`src/rtl/sender_mpi.sv`:
```
// Credit-based flit transmitter: buffers local flits in a small FIFO and forwards
// them on the valid/data link while downstream credits remain; yummy pulses return credits.
module sender_mpi #(
   parameter int unsigned DATA_W     = 64,
   parameter int unsigned CREDITS    = 3,
   parameter int unsigned FIFO_DEPTH = 4
) (
   input  logic              clk_i,
   input  logic              rstn_i,
   input  logic              in_valid_i,
   input  logic [DATA_W-1:0] in_data_i,
   output logic              in_ready_o,
   output logic              valid_o,
   output logic [DATA_W-1:0] data_o,
   input  logic              yummy_i,
   output logic [3:0]        credits_o,
   output logic [31:0]       sent_cnt_o,
   output logic              ovf_o
);

   localparam int unsigned PtrW = $clog2(FIFO_DEPTH);
   localparam int unsigned CntW = PtrW + 1;
   localparam logic [3:0]      CredMax = 4'(CREDITS);
   localparam logic [CntW-1:0] CntFull = CntW'(FIFO_DEPTH);

   logic [DATA_W-1:0] mem_q [FIFO_DEPTH];
   logic [PtrW-1:0]   wr_ptr_q, wr_ptr_d;
   logic [PtrW-1:0]   rd_ptr_q, rd_ptr_d;
   logic [CntW-1:0]   count_q, count_d;
   logic [3:0]        credits_q, credits_d;
   logic              valid_q, valid_d;
   logic [DATA_W-1:0] data_q, data_d;
   logic [31:0]       sent_cnt_q, sent_cnt_d;
   logic              ovf_q, ovf_d;

   logic full;
   logic push;
   logic send;

   // Send decision uses registered state only, so a flit pushed into an empty
   // FIFO cannot leave on the same edge and a yummy only helps on the next edge.
   always_comb begin
      full = (count_q == CntFull);
      push = in_valid_i & ~full;
      send = (count_q != '0) & (credits_q != '0);
   end

   always_comb begin
      wr_ptr_d = wr_ptr_q;
      rd_ptr_d = rd_ptr_q;
      count_d  = count_q;
      if (push) begin
         wr_ptr_d = wr_ptr_q + PtrW'(1);
      end
      if (send) begin
         rd_ptr_d = rd_ptr_q + PtrW'(1);
      end
      unique case ({push, send})
         2'b10:   count_d = count_q + CntW'(1);
         2'b01:   count_d = count_q - CntW'(1);
         default: count_d = count_q;
      endcase
   end

   always_comb begin
      credits_d = credits_q;
      ovf_d     = ovf_q;
      if (send && !yummy_i) begin
         credits_d = credits_q - 4'd1;
      end else if (!send && yummy_i) begin
         if (credits_q == CredMax) begin
            ovf_d = 1'b1;
         end else begin
            credits_d = credits_q + 4'd1;
         end
      end
   end

   always_comb begin
      valid_d    = send;
      data_d     = data_q;
      sent_cnt_d = sent_cnt_q;
      if (send) begin
         data_d     = mem_q[rd_ptr_q];
         sent_cnt_d = sent_cnt_q + 32'd1;
      end
   end

   // Payload storage carries no reset; occupancy is tracked by the pointers.
   always_ff @(posedge clk_i) begin
      if (push) begin
         mem_q[wr_ptr_q] <= in_data_i;
      end
   end

   always_ff @(posedge clk_i or negedge rstn_i) begin
      if (!rstn_i) begin
         wr_ptr_q   <= '0;
         rd_ptr_q   <= '0;
         count_q    <= '0;
         credits_q  <= CredMax;
         valid_q    <= 1'b0;
         data_q     <= '0;
         sent_cnt_q <= '0;
         ovf_q      <= 1'b0;
      end else begin
         wr_ptr_q   <= wr_ptr_d;
         rd_ptr_q   <= rd_ptr_d;
         count_q    <= count_d;
         credits_q  <= credits_d;
         valid_q    <= valid_d;
         data_q     <= data_d;
         sent_cnt_q <= sent_cnt_d;
         ovf_q      <= ovf_d;
      end
   end

   assign in_ready_o = ~full;
   assign valid_o    = valid_q;
   assign data_o     = data_q;
   assign credits_o  = credits_q;
   assign sent_cnt_o = sent_cnt_q;
   assign ovf_o      = ovf_q;

endmodule

```
`config.mk`:
```
export PLATFORM = sky130hd
export DESIGN_NAME = sender_mpi
export DESIGN_NICKNAME = d
export VERILOG_FILES = /design/src/rtl/sender_mpi.sv
export SDC_FILE = /design/constraint.sdc
export NUM_CORES = 1
export LEC_CHECK = 0
export ABC_AREA = 1
export BUFFER_PORTS_ARGS = -buffer_cell sky130_fd_sc_hd__buf_2
export CORE_MARGIN = 8
export CORE_UTILIZATION = 40
export CTS_BUF_LIST = sky130_fd_sc_hd__clkbuf_16
export DETAILED_ROUTE_END_ITERATION = 6
export PLACE_DENSITY = 0.69
export SETUP_SLACK_MARGIN = 0.1
export SKIP_CTS_REPAIR_TIMING = 1
export SLEW_MARGIN = 20
export SYNTH_ARGS = -nofsm -noshare
export SYNTH_HDL_FRONTEND = slang
export SYNTH_SLANG_ARGS = --single-unit
```
`constraint.sdc`:
```
create_clock -name clk_i -period 5.1 [get_ports clk_i]
set_clock_uncertainty 0.15 [all_clocks]
set_input_delay 0.51 -clock clk_i [delete_from_list [all_inputs] [get_ports clk_i]]
set_output_delay 0.51 -clock clk_i [all_outputs]
set_load 0.05 [all_outputs]
```
==> results of run 1 <==
[cell usage after synthesis (3+ instances only)]
| library cell | count |
|---|---|
| o21ai_0 | 122 |
| xor2_1 | 16 |
| nor2_2 | 6 |
| nor2_4 | 3 |
| xnor2_1 | 11 |
| a31oi_1 | 64 |
| inv_1 | 49 |
| buf_2 | 22 |
| o21ai_1 | 10 |
| a21oi_1 | 3 |
| ha_1 | 10 |
| nor2_1 | 362 |
| nor3_1 | 4 |
| clkbuf_1 | 16 |
| buf_1 | 10 |
| buf_6 | 7 |
| dfrtp_1 | 107 |
| nand4_1 | 7 |
| nand2_1 | 84 |
| nor3_2 | 3 |
| edfxtp_1 | 256 |
| nand3_1 | 27 |
[state kept, by name, indices dropped and copies added (netlist names)]
signal	count
count_q	3
credits_o	4
valid_o	1
rd_ptr_q	2
wr_ptr_q	2
mem_q	256
ovf_o	1
data_o	64
sent_cnt_o	32
[where the power goes]
| part | internal (mW) | total [mW] | switching [mW] |
|---|---|---|---|
| combinational | 1.04 | 4.09 | 3.05 |
| sequential | 4.02 | 4.45 | 0.430 |
| clock | 1.66 | 2.80 | 1.14 |
[critical path, stage by stage, from the launching register on]
cell and delay [ps]:
dfstp_2 610, nor2_2 60, nand2_2 120, nand2_4 170, inv_4 510, buf_4 820
nand2_1 100, nor2_1 150, nand2_1 70, nand2_1 60, nand2_1 40
[routing by layer]
| layer | vias to the layer above | global-route usage | routed length (um) |
|---|---|---|---|
| li1 | 4546 | - | - |
| met1 | 4484 | 0.1942 | 14300 |
| met2 | 233 | 0.2556 | 15640 |
| met3 | 63 | 0.03699 | 2068 |
| met4 | 8 | 0.05577 | 782 |
| met5 | - | 0 | 50 |
[worst paths after layout]
kind                                   to  cells past startpoint
setup / recovery           sent_cnt_o[28]                     10
hold reg to reg                     ovf_o                      1
setup reg to reg           sent_cnt_o[28]                     10
max in group asynchronous      data_o[26]                      3
min in group asynchronous   sent_cnt_o[4]                      2
hold / removal               mem_q[1][51]                      1
[layout make-up]
type / count / area share
Clock inverter: 31 / 0.01462
Antenna cell: 2 / 0.0002939
Clock buffer: 41 / 0.06025
Multi-Input combinational cell: 745 / 0.2095
Inverter: 52 / 0.01168
Timing Repair Buffer: 187 / 0.05775
Sequential cell: 365 / 0.6120
Tap cell: 461 / 0.03387
[placed cells by master, fill, tap and decap left out, drive strengths merged, types with 2 or more instances in the layout]
cell type / n
a21oi: 3
a31oi: 64
buf: 186
bufinv: 4
clkbuf: 41
clkinv: 14
clkinvlp: 3
dfrtp: 107
dfstp: 2
diode: 2
edfxtp: 256
ha: 10
inv: 62
nand2: 87
nand3: 29
nand3b: 2
nand4: 7
nor2: 371
nor3: 8
o21ai: 132
xnor2: 11
xor2: 16
[kinds of logic after synthesis]
kind of cell    count (synthesis)
simple gates                  505
flops                         365
compound gates                202
buf+inv                       108
xor+xnor                       27
fa+ha+maj                      11
[per-stage QoR]
step / hold slack, ps / util
floorplan: 64.41 / -
global placement: 314.6 / 0.4425
detailed placement: 306.9 / 0.4425
CTS: -116.1 / 0.4784
global route: 3.808 / 0.4787
finish: 24.54 / 0.4788
==> flow_summary_export.csv, run 1 <==
group,metric,value,unit
drt,vias,9334,
drt,drt-total-wl,32850,um
placed_design,post-dp-hpwl,19450,um
synthesis,ys.flop_type,"edfxtp_1",
synthesis,synth_nets,1297,
die,core-area,35570,um^2
sta,period_share,0.5916,
global_route,grt.total_usage,0.1539,
final_layout,fin_cells,1884,
clocking,cts_buffer_depth,3,
final_layout,area_growth,17.77,%
die,num_io_pins,171,
placed_design,port_buffers,170,
synthesis,async_reset_ff_frac,0.2986,
critical_path,reg2reg_slack,2080,ps
synthesis,post_synth.cell_area_avg,11.87,um^2
drt,routed_via_density,4.954,
synthesis,yosys_warnings,0,
clocking,worstSkewPairLatency,550,ps
global_route,grt_start_max_net_pins,84,
final_layout,finalInstanceArea,17030,um^2
final_layout,multi_input_area,3568,um^2
drt,drt_iter0_markers,532,
synthesis,synth_top_cell_by_area,"edfxtp_1",
drt,ant_nets,0,
clocking,numCtsBuffers,40,
sta,setup_viol,0,
critical_path,cp.arrival,3300,ps
clocking,h-tree-depth,2,
critical_path,r2r_start,"credits_o[0]",
die,die-area,42490,um^2
synthesis,yosysTopAreaCellShare,0.5316,
synthesis,synth-simple-area-share,0.1422,
clocking,clk_pin_slew,60,ps
sta,final.setup.worst_slack,2083,ps
power,max-vdd-ir-drop,0.0004643,V
sta,layout_min_cycle_time,3017,ps
worst_hold_path,hold_path.class,"in -> reg",
placed_design,place_ws,2078,ps
final_layout,nNetsFinal,1470,
final_layout,n_fill_cell,3116,
die,start_util,0.4065,
synthesis,ys_seq_area_frac,0.7204,
worst_hold_path,worstHoldStart,"in_data_i[51]",
placed_design,place_area,15740,um^2
synthesis,synthMuxAreaShare,0,
synthesis,synth_area_leaders,"edfxtp_1 53%, dfrtp_1 19%, nor2_1 9.4%",
critical_path,worstSetupStartpoint,"credits_o[0]",
sta,slew_headroom,0.3215,
drt,drt_pre_antenna_iters,4,
critical_path,crit_type,"reg -> reg",
synthesis,yosysUniqueCellTypes,36,
clocking,cts_sinks,365,
synthesis,synth_top_family_by_area,"simple AND/OR/NAND/NOR gates",
sta,final_hold_viol_count,0,
critical_path,cp.required,5380,ps
synthesis,synth_xor_area_frac,0.01635,
placed_design,dp_cells,1809,
power,p_leak,6.650,nW
synthesis,synthAdderAreaFrac,0.01004,
sta,drv_slew,0,
sta,worst_slew_pin_slew,1018,ps
clocking,cts_tree,"done",
global_route,grt_pass1_vias,9277,
final_layout,drive_gt1_frac,0.1935,
global_route,antenna_found_initial,6,
power,power_density,666.3,nW/um^2
critical_path,crit_fanout,83,
die,fp.dieW,206.1,um
drt,drc,0,
status,status,"finished clean",
synthesis,synth_edf_count,256,
drt,routedWlPerCell,17.43,um
critical_path,cp-start-kind,"register",
critical_path,endpoint_kind,"register",
global_route,grt_overflow,0,
sta,setup_tns,0,ps
run,drv_cap,0,
sta,max_freq,331.4,MHz
die,fp.dieH,206.1,um
synthesis,netlist_instances,1218,
synthesis,syn_area,14460,um^2
clocking,ctsRootBufferMaster,"clkbuf_16",
sta,rsz0062_at_grt,"false",
power,power,11.35,mW
global_route,grt_pass1_wl,50850,um
die,row_count,69,
placed_design,gp_congestion,0.8709,
synthesis,synth_compound_area_frac,0.07614,
synthesis,ys_ff_latch,365,
final_layout,seq_area,10420,um^2
Power figures use the tool's default switching activity.
==> inputs of run 2 (changes only) <==
--- a/config.mk
+++ b/config.mk
@@ -5,7 +5,7 @@
 export SDC_FILE = /design/constraint.sdc
 export NUM_CORES = 1
 export LEC_CHECK = 0
-export ABC_AREA = 1
+export ABC_AREA = 0
 export BUFFER_PORTS_ARGS = -buffer_cell sky130_fd_sc_hd__buf_2
 export CORE_MARGIN = 8
 export CORE_UTILIZATION = 40
==> constraint.sdc (replaced) <==
create_clock -name clk_i -period 2.8 [get_ports clk_i]
set_clock_uncertainty 0.15 [all_clocks]
set_input_delay 0.28 -clock clk_i [delete_from_list [all_inputs] [get_ports clk_i]]
set_output_delay 0.28 -clock clk_i [all_outputs]
set_load 0.05 [all_outputs]
==> run 2 against run 1 <==
  * First-iteration DRC count decreased by 33%
  * Clock power increased by 71%
  * Flip-flop and latch count unchanged
  * Largest power group unchanged
==> flow_summary_export.csv, run 2 <==
group,metric,value,unit
critical_path,path_buf_inv,2,
synthesis,async_reset_ff_frac,0.2986,
sta,setup_tns,0,ps
final_layout,fin_cells,1434,
sta,final_hold_viol_count,0,
clocking,worstSkewPairLatency,520,ps
synthesis,yosysUniqueCellTypes,38,
power,p_leak,6.562,nW
drt,drc,0,
drt,drt_pre_antenna_iters,4,
global_route,grt.total_usage,0.1346,
synthesis,yosysTopAreaCellShare,0.5507,
clocking,cts_buffer_depth,3,
die,fp.dieH,202.8,um
critical_path,max_stage_delay,660,ps
critical_path,slowest_stage,"buf_4",
sta,drv_slew,0,
power,power,20.20,mW
drt,vias,7281,
sta,hold_slack,30.83,ps
sta,setup_viol,0,
sta,period_share,0.8765,
drt,drt_iter0_markers,355,
placed_design,post-dp-hpwl,17470,um
run,drv_cap,0,
drt,routed_via_density,5.077,
critical_path,cp.required,3050,ps
synthesis,post_synth.cell_area_avg,20.56,um^2
synthesis,yosys_warnings,0,
synthesis,ys.flop_type,"edfxtp_1",
power,max-vdd-ir-drop,0.0007537,V
power,p_sw_frac,0.3583,
final_layout,fin_util,0.5037,
synthesis,synth_top_cell_by_area,"edfxtp_1",
sta,layout_min_cycle_time,2454,ps
sta,worst_slew_pin_slew,899.3,ps
power,power_density,1164,nW/um^2
power,pwr-share-clk,0.238,
power,power.switching,7.239,mW
die,core-area,34460,um^2
sta,rsz0062_at_grt,"false",
critical_path,crit_type,"reg -> reg",
critical_path,cp.arrival,2710,ps
final_layout,area_growth,24.35,%
critical_path,crit_fanout,67,
placed_design,port_buffers,170,
placed_design,dp_cells,1297,
synthesis,synth-simple-area-share,0.03612,
synthesis,ys_ff_latch,365,
die,start_util,0.4051,
synthesis,synth_edf_count,256,
synthesis,syn_area,13960,um^2
global_route,antenna_found_initial,1,
synthesis,synthMuxAreaShare,0.1573,
synthesis,synthAdderAreaFrac,0.01040,
synthesis,synth_nets,758,
power,pwr-share-comb,0.358,
synthesis,ys_seq_area_frac,0.7463,
final_layout,n_fill_cell,2840,
critical_path,critPathTopFamily,"buffers and inverters",
die,num_io_pins,171,
placed_design,place_ws,357.4,ps
worst_hold_path,hold_path.class,"in -> async",
sta,slew_headroom,0.4005,
final_layout,finalInstanceArea,17360,um^2
critical_path,cp.depth,5,
clocking,ctsRootBufferMaster,"clkbuf_16",
synthesis,synth_area_leaders,"edfxtp_1 55%, dfrtp_1 19%, mux4_2 10%",
global_route,grt_pass1_wl,43410,um
synthesis,synth_top_family_by_area,"multiplexers",
final_layout,nNetsFinal,1027,
clocking,h-tree-depth,2,
synthesis,synth_xor_area_frac,0.02635,
final_layout,regMostFlops,"mem_q",
global_route,grt_overflow,0,
drt,routedWlPerCell,19.86,um
sta,max_freq,407.4,MHz
die,die-area,41130,um^2
status,status,"finished clean",
drt,drt-total-wl,28490,um
critical_path,cp-start-kind,"register",
final_layout,layout_common_cells,"256 x edfxtp_1, 169 x buf_2, 103 x dfrtp_1, 67 x mux2_2, 65 x dlygate4sd3_1",
critical_path,r2r_cells,5,
final_layout,drive_gt1_frac,0.4035,
placed_design,place_area,15500,um^2
die,row_count,68,
synthesis,synth.top_cells.by_count,"256 x edfxtp_1, 107 x dfrtp_1, 67 x mux2_2",
clocking,clk_pin_slew,60,ps
power,cellInternalPower,12.96,mW
global_route,grt_pass1_vias,7458,
sta,final.setup.worst_slack,345.7,ps
synthesis,synth.most_common_cell,"edfxtp_1",
global_route,grt_start_max_net_pins,69,
clocking,cts_tree,"done",
final_layout,n_antenna_cell,0,
final_layout,largest_register_ffs,256,
clocking,numCtsBuffers,39,
final_layout,final_common_cell,"edfxtp_1",
clocking,cts_sinks,365,
placed_design,gp_congestion,0.7657,
synthesis,synth_compound_area_frac,0.005199,
drt,ant_nets,0,
power,seqPwrFrac,0.404,
critical_path,path_cells,"or4_4 -> o31ai_4 -> inv_8 -> buf_4 -> mux2_2",
critical_path,endpoint_kind,"register",
synthesis,netlist_instances,679,
die,fp.dieW,202.8,um
[run 2: cell count changes after synthesis, moves of 64 or more]
cell / change
nor2_1: -357
o21ai_0: -120
nand2_1: -79
mux2_2: +67
a31oi_1: -64
mux4_2: +64
[run 2: cell families (layout without fill, tap and decap cells)]
kind of cell	count (synthesis)	in the layout
flip-flops	365	365
multiplexers	131	131
AND/OR/NAND/NOR	80	80
XOR/XNOR	42	42
buffers and inverters	42	342
adder cells (fa/ha/maj)	11	11
AO/OA/AOI/OAI	8	8
[run 2: worst paths after layout]
check                               start              to  slack, ps
max                          credits_o[1]       data_o[0]        350
min                                rstn_i      data_o[63]         30
max reg2reg                  credits_o[1]       data_o[0]        350
min reg2reg                sent_cnt_o[31]  sent_cnt_o[31]        330
max in group asynchronous          rstn_i      data_o[15]       1720
min in group clk_i             in_valid_i     wr_ptr_q[0]         50
[run 2: cell type report]
| type | instances | area, um^2 | area share |
|---|---|---|---|
| Timing Repair Buffer | 260 | 1779 | 0.1025 |
| Clock buffer | 40 | 1001 | 0.05767 |
| Tap cell | 455 | 569.3 | 0.03280 |
| Inverter | 10 | 45.04 | 0.002595 |
| Multi-Input combinational cell | 272 | 3332 | 0.1920 |
| Sequential cell | 365 | 10430 | 0.6008 |
| Clock inverter | 32 | 202.7 | 0.01168 |
[run 2: per-layer routing]
layer	vias up	part of all wire	global-route usage
li1	3251	-	-
met1	3757	0.44	0.1785
met2	234	0.47	0.2118
met3	37	0.072	0.04240
met4	2	0.017	0.03807
met5	-	0.00046	0
[run 2: power groups by stage]
stage          sequential, mW  clock [mW]  combinational (mW)
2_1_floorplan            9.88           0                3.76
3_3_place_gp             8.23           0                7.20
3_5_place_dp             8.30           0                7.29
4_1_cts                  8.20        4.95                7.30
5_1_grt                  8.33        5.15                7.69
6_report                 8.17        4.80                7.23
==> inputs of run 3 (changes only) <==
--- a/config.mk
+++ b/config.mk
@@ -6,12 +6,12 @@
 export NUM_CORES = 1
 export LEC_CHECK = 0
 export ABC_AREA = 0
-export BUFFER_PORTS_ARGS = -buffer_cell sky130_fd_sc_hd__buf_2
 export CORE_MARGIN = 8
 export CORE_UTILIZATION = 40
 export CTS_BUF_LIST = sky130_fd_sc_hd__clkbuf_16
 export DETAILED_ROUTE_END_ITERATION = 6
-export PLACE_DENSITY = 0.69
+export DONT_BUFFER_PORTS = 1
+export PLACE_DENSITY = 0.65
 export SETUP_SLACK_MARGIN = 0.1
 export SKIP_CTS_REPAIR_TIMING = 1
 export SLEW_MARGIN = 20
==> constraint.sdc (replaced) <==
create_clock -name clk_i -period 3 [get_ports clk_i]
set_clock_uncertainty 0.15 [all_clocks]
set_input_delay 0.3 -clock clk_i [delete_from_list [all_inputs] [get_ports clk_i]]
set_output_delay 0.3 -clock clk_i [all_outputs]
set_load 0.05 [all_outputs]
==> run 3 against run 2 <==
  * Die area is the same
  * Utilization shrank 2.4 points
  * Cell count shrank 11%
  * Largest cell class unchanged
  * Critical path type unchanged
  * Combinational power shrank 36%
  * Largest power group unchanged
  * Global-route usage is essentially flat
  * Maximum frequency shrank 5.9%
  * Highest routed layer is now met4
  * Flip-flop and latch count is the same
  * Total power shrank 10%
  * Worst hold slack gained 0.77 ps
  * Critical path depth grew 5
  * Final area shrank 4.9%
  * Non-clock buffer count shrank 160
==> flow_summary_export.csv, run 3 (same netlist as run 2, synthesis figures left out) <==
group,metric,value,unit
sta,setup_viol,0,
die,core-area,34460,um^2
critical_path,cpMostUsedCell,"xor2_1",
final_layout,final_common_cell,"edfxtp_1",
critical_path,cp-start-kind,"register",
power,power_density,1097,nW/um^2
placed_design,place_area,14660,um^2
drt,vias,6688,
clocking,numCtsBuffers,38,
drt,drt_iter0_markers,445,
clocking,h-tree-depth,2,
critical_path,regToRegEndpoint,"count_q[2]",
drt,ant_nets,0,
critical_path,cp.required,3290,ps
placed_design,dp_cells,1134,
placed_design,port_buffers,0,
placed_design,gp_congestion,0.8428,
critical_path,crit_fanout,35,
sta,drv_slew,0,
sta,worst_slew_pin_slew,855.9,ps
critical_path,slowest_stage,"dfstp_2",
global_route,grt_start_max_net_pins,110,
clocking,worstSkewPairLatency,530,ps
die,row_count,68,
worst_hold_path,worstHoldStart,"in_valid_i",
global_route,grt.total_usage,0.1342,
die,num_io_pins,171,
drt,routed_via_density,5.258,
die,fp.dieW,202.8,um
power,max-vdd-ir-drop,0.0007511,V
final_layout,layout_common_cells,"256 x edfxtp_1, 104 x dfrtp_1, 67 x mux2_2, 67 x dlygate4sd3_1, 64 x mux4_2",
final_layout,finalInstanceArea,16510,um^2
drt,drt-total-wl,27990,um
worst_hold_path,hold_depth,1,
power,p_leak,5.867,nW
final_layout,nNetsFinal,866,
critical_path,reg2reg_slack,390,ps
critical_path,cp.arrival,2900,ps
drt,drt_pre_antenna_iters,4,
global_route,grt_overflow,0,
critical_path,max_stage_delay,540,ps
clocking,cts_sinks,365,
final_layout,largest_register_ffs,256,
sta,final_hold_viol_count,0,
sta,max_freq,383.5,MHz
clocking,cts_tree,"done",
sta,period_share,0.8693,
die,start_util,0.4051,
sta,rsz0062_at_grt,"false",
run,drv_cap,0,
clocking,clk_pin_slew,60,ps
drt,routedWlPerCell,22.00,um
clocking,ctsRootBufferMaster,"clkbuf_16",
clocking,cts_buffer_depth,3,
die,fp.dieH,202.8,um
critical_path,r2r_start,"credits_o[1]",
global_route,grt_pass1_vias,6976,
worst_hold_path,whs_endpoint,"mem_q[1][36]",
global_route,antenna_found_initial,1,
power,power,18.11,mW
drt,drc,0,
worst_hold_path,hold_path.class,"in -> reg",
sta,layout_min_cycle_time,2608,ps
die,die-area,41130,um^2
critical_path,r2r_cells,10,
final_layout,regMostFlops,"mem_q",
global_route,grt_pass1_wl,42590,um
placed_design,post-dp-hpwl,17410,um
final_layout,drive_gt1_frac,0.2843,
status,status,"finished clean",
critical_path,crit_type,"reg -> reg",
sta,slew_headroom,0.4294,
sta,hold_slack,31.60,ps
final_layout,area_growth,18.30,%
sta,setup_tns,0,ps
critical_path,path_cells,"or4_4 -> o31ai_4 -> inv_8 -> buf_6 -> ha_1 -> inv_1 -> fa_1 -> xor2_1 -> nor2_1 -> xor2_1",
final_layout,fin_cells,1272,
critical_path,endpoint_kind,"register",
[run 3: area by class of cell]
cell class	instances	area, um^2
Clock inverter	30	168.9
Sequential cell	365	10430
Timing Repair Buffer	100	1017
Tap cell	455	569.3
Clock buffer	39	975.9
Multi-Input combinational cell	272	3308
Fill cell	2807	17940
Inverter	10	45.04
Antenna cell	1	2.502
[run 3: power by group]
part | switching (mW) | internal, mW
registers | 2.38 | 6.80
logic | 2.35 | 2.30
clock network | 1.84 | 2.45
[run 3: worst max-delay path: cells and delay by family, from the launching register on]
| kind | cells | cell delay (ps) |
|---|---|---|
| adders and majority gates | 2 | 640 |
| xor gates and xnor gates | 2 | 310 |
| buffers and inverters | 3 | 500 |
| DFF | 1 | 540 |
| and+or+nand+nor | 2 | 240 |
| AOI/OAI and AO/OA | 1 | 110 |
[run 3: worst max-delay path by stage]
stage / to / from / cells past startpoint
after global placement: count_q[2] / credits_o[0] / 10
after global routing: count_q[2] / credits_o[1] / 10
after floorplan: credits_o[2] / credits_o[1] / 13
after detailed placement: count_q[2] / credits_o[1] / 10
final: count_q[2] / credits_o[1] / 10
after CTS: count_q[2] / credits_o[1] / 10
[run 3: metrics by stage]
stage,setup WS (ps),util
after floorplan,132.5,-
after global placement,227.4,0.4256
after detailed placement,215.6,0.4256
after CTS,193.8,0.4588
after global routing,238.9,0.4792
final,392.2,0.4792
[run 3: per-layer routing]
layer / track usage / part of all wire / up-vias
li1: - / - / 2920
met1: 0.1490 / 0.38 / 3492
met2: 0.2279 / 0.51 / 234
met3: 0.05802 / 0.089 / 42
met4: 0.04740 / 0.021 / 0
met5: 0 / 0 / -
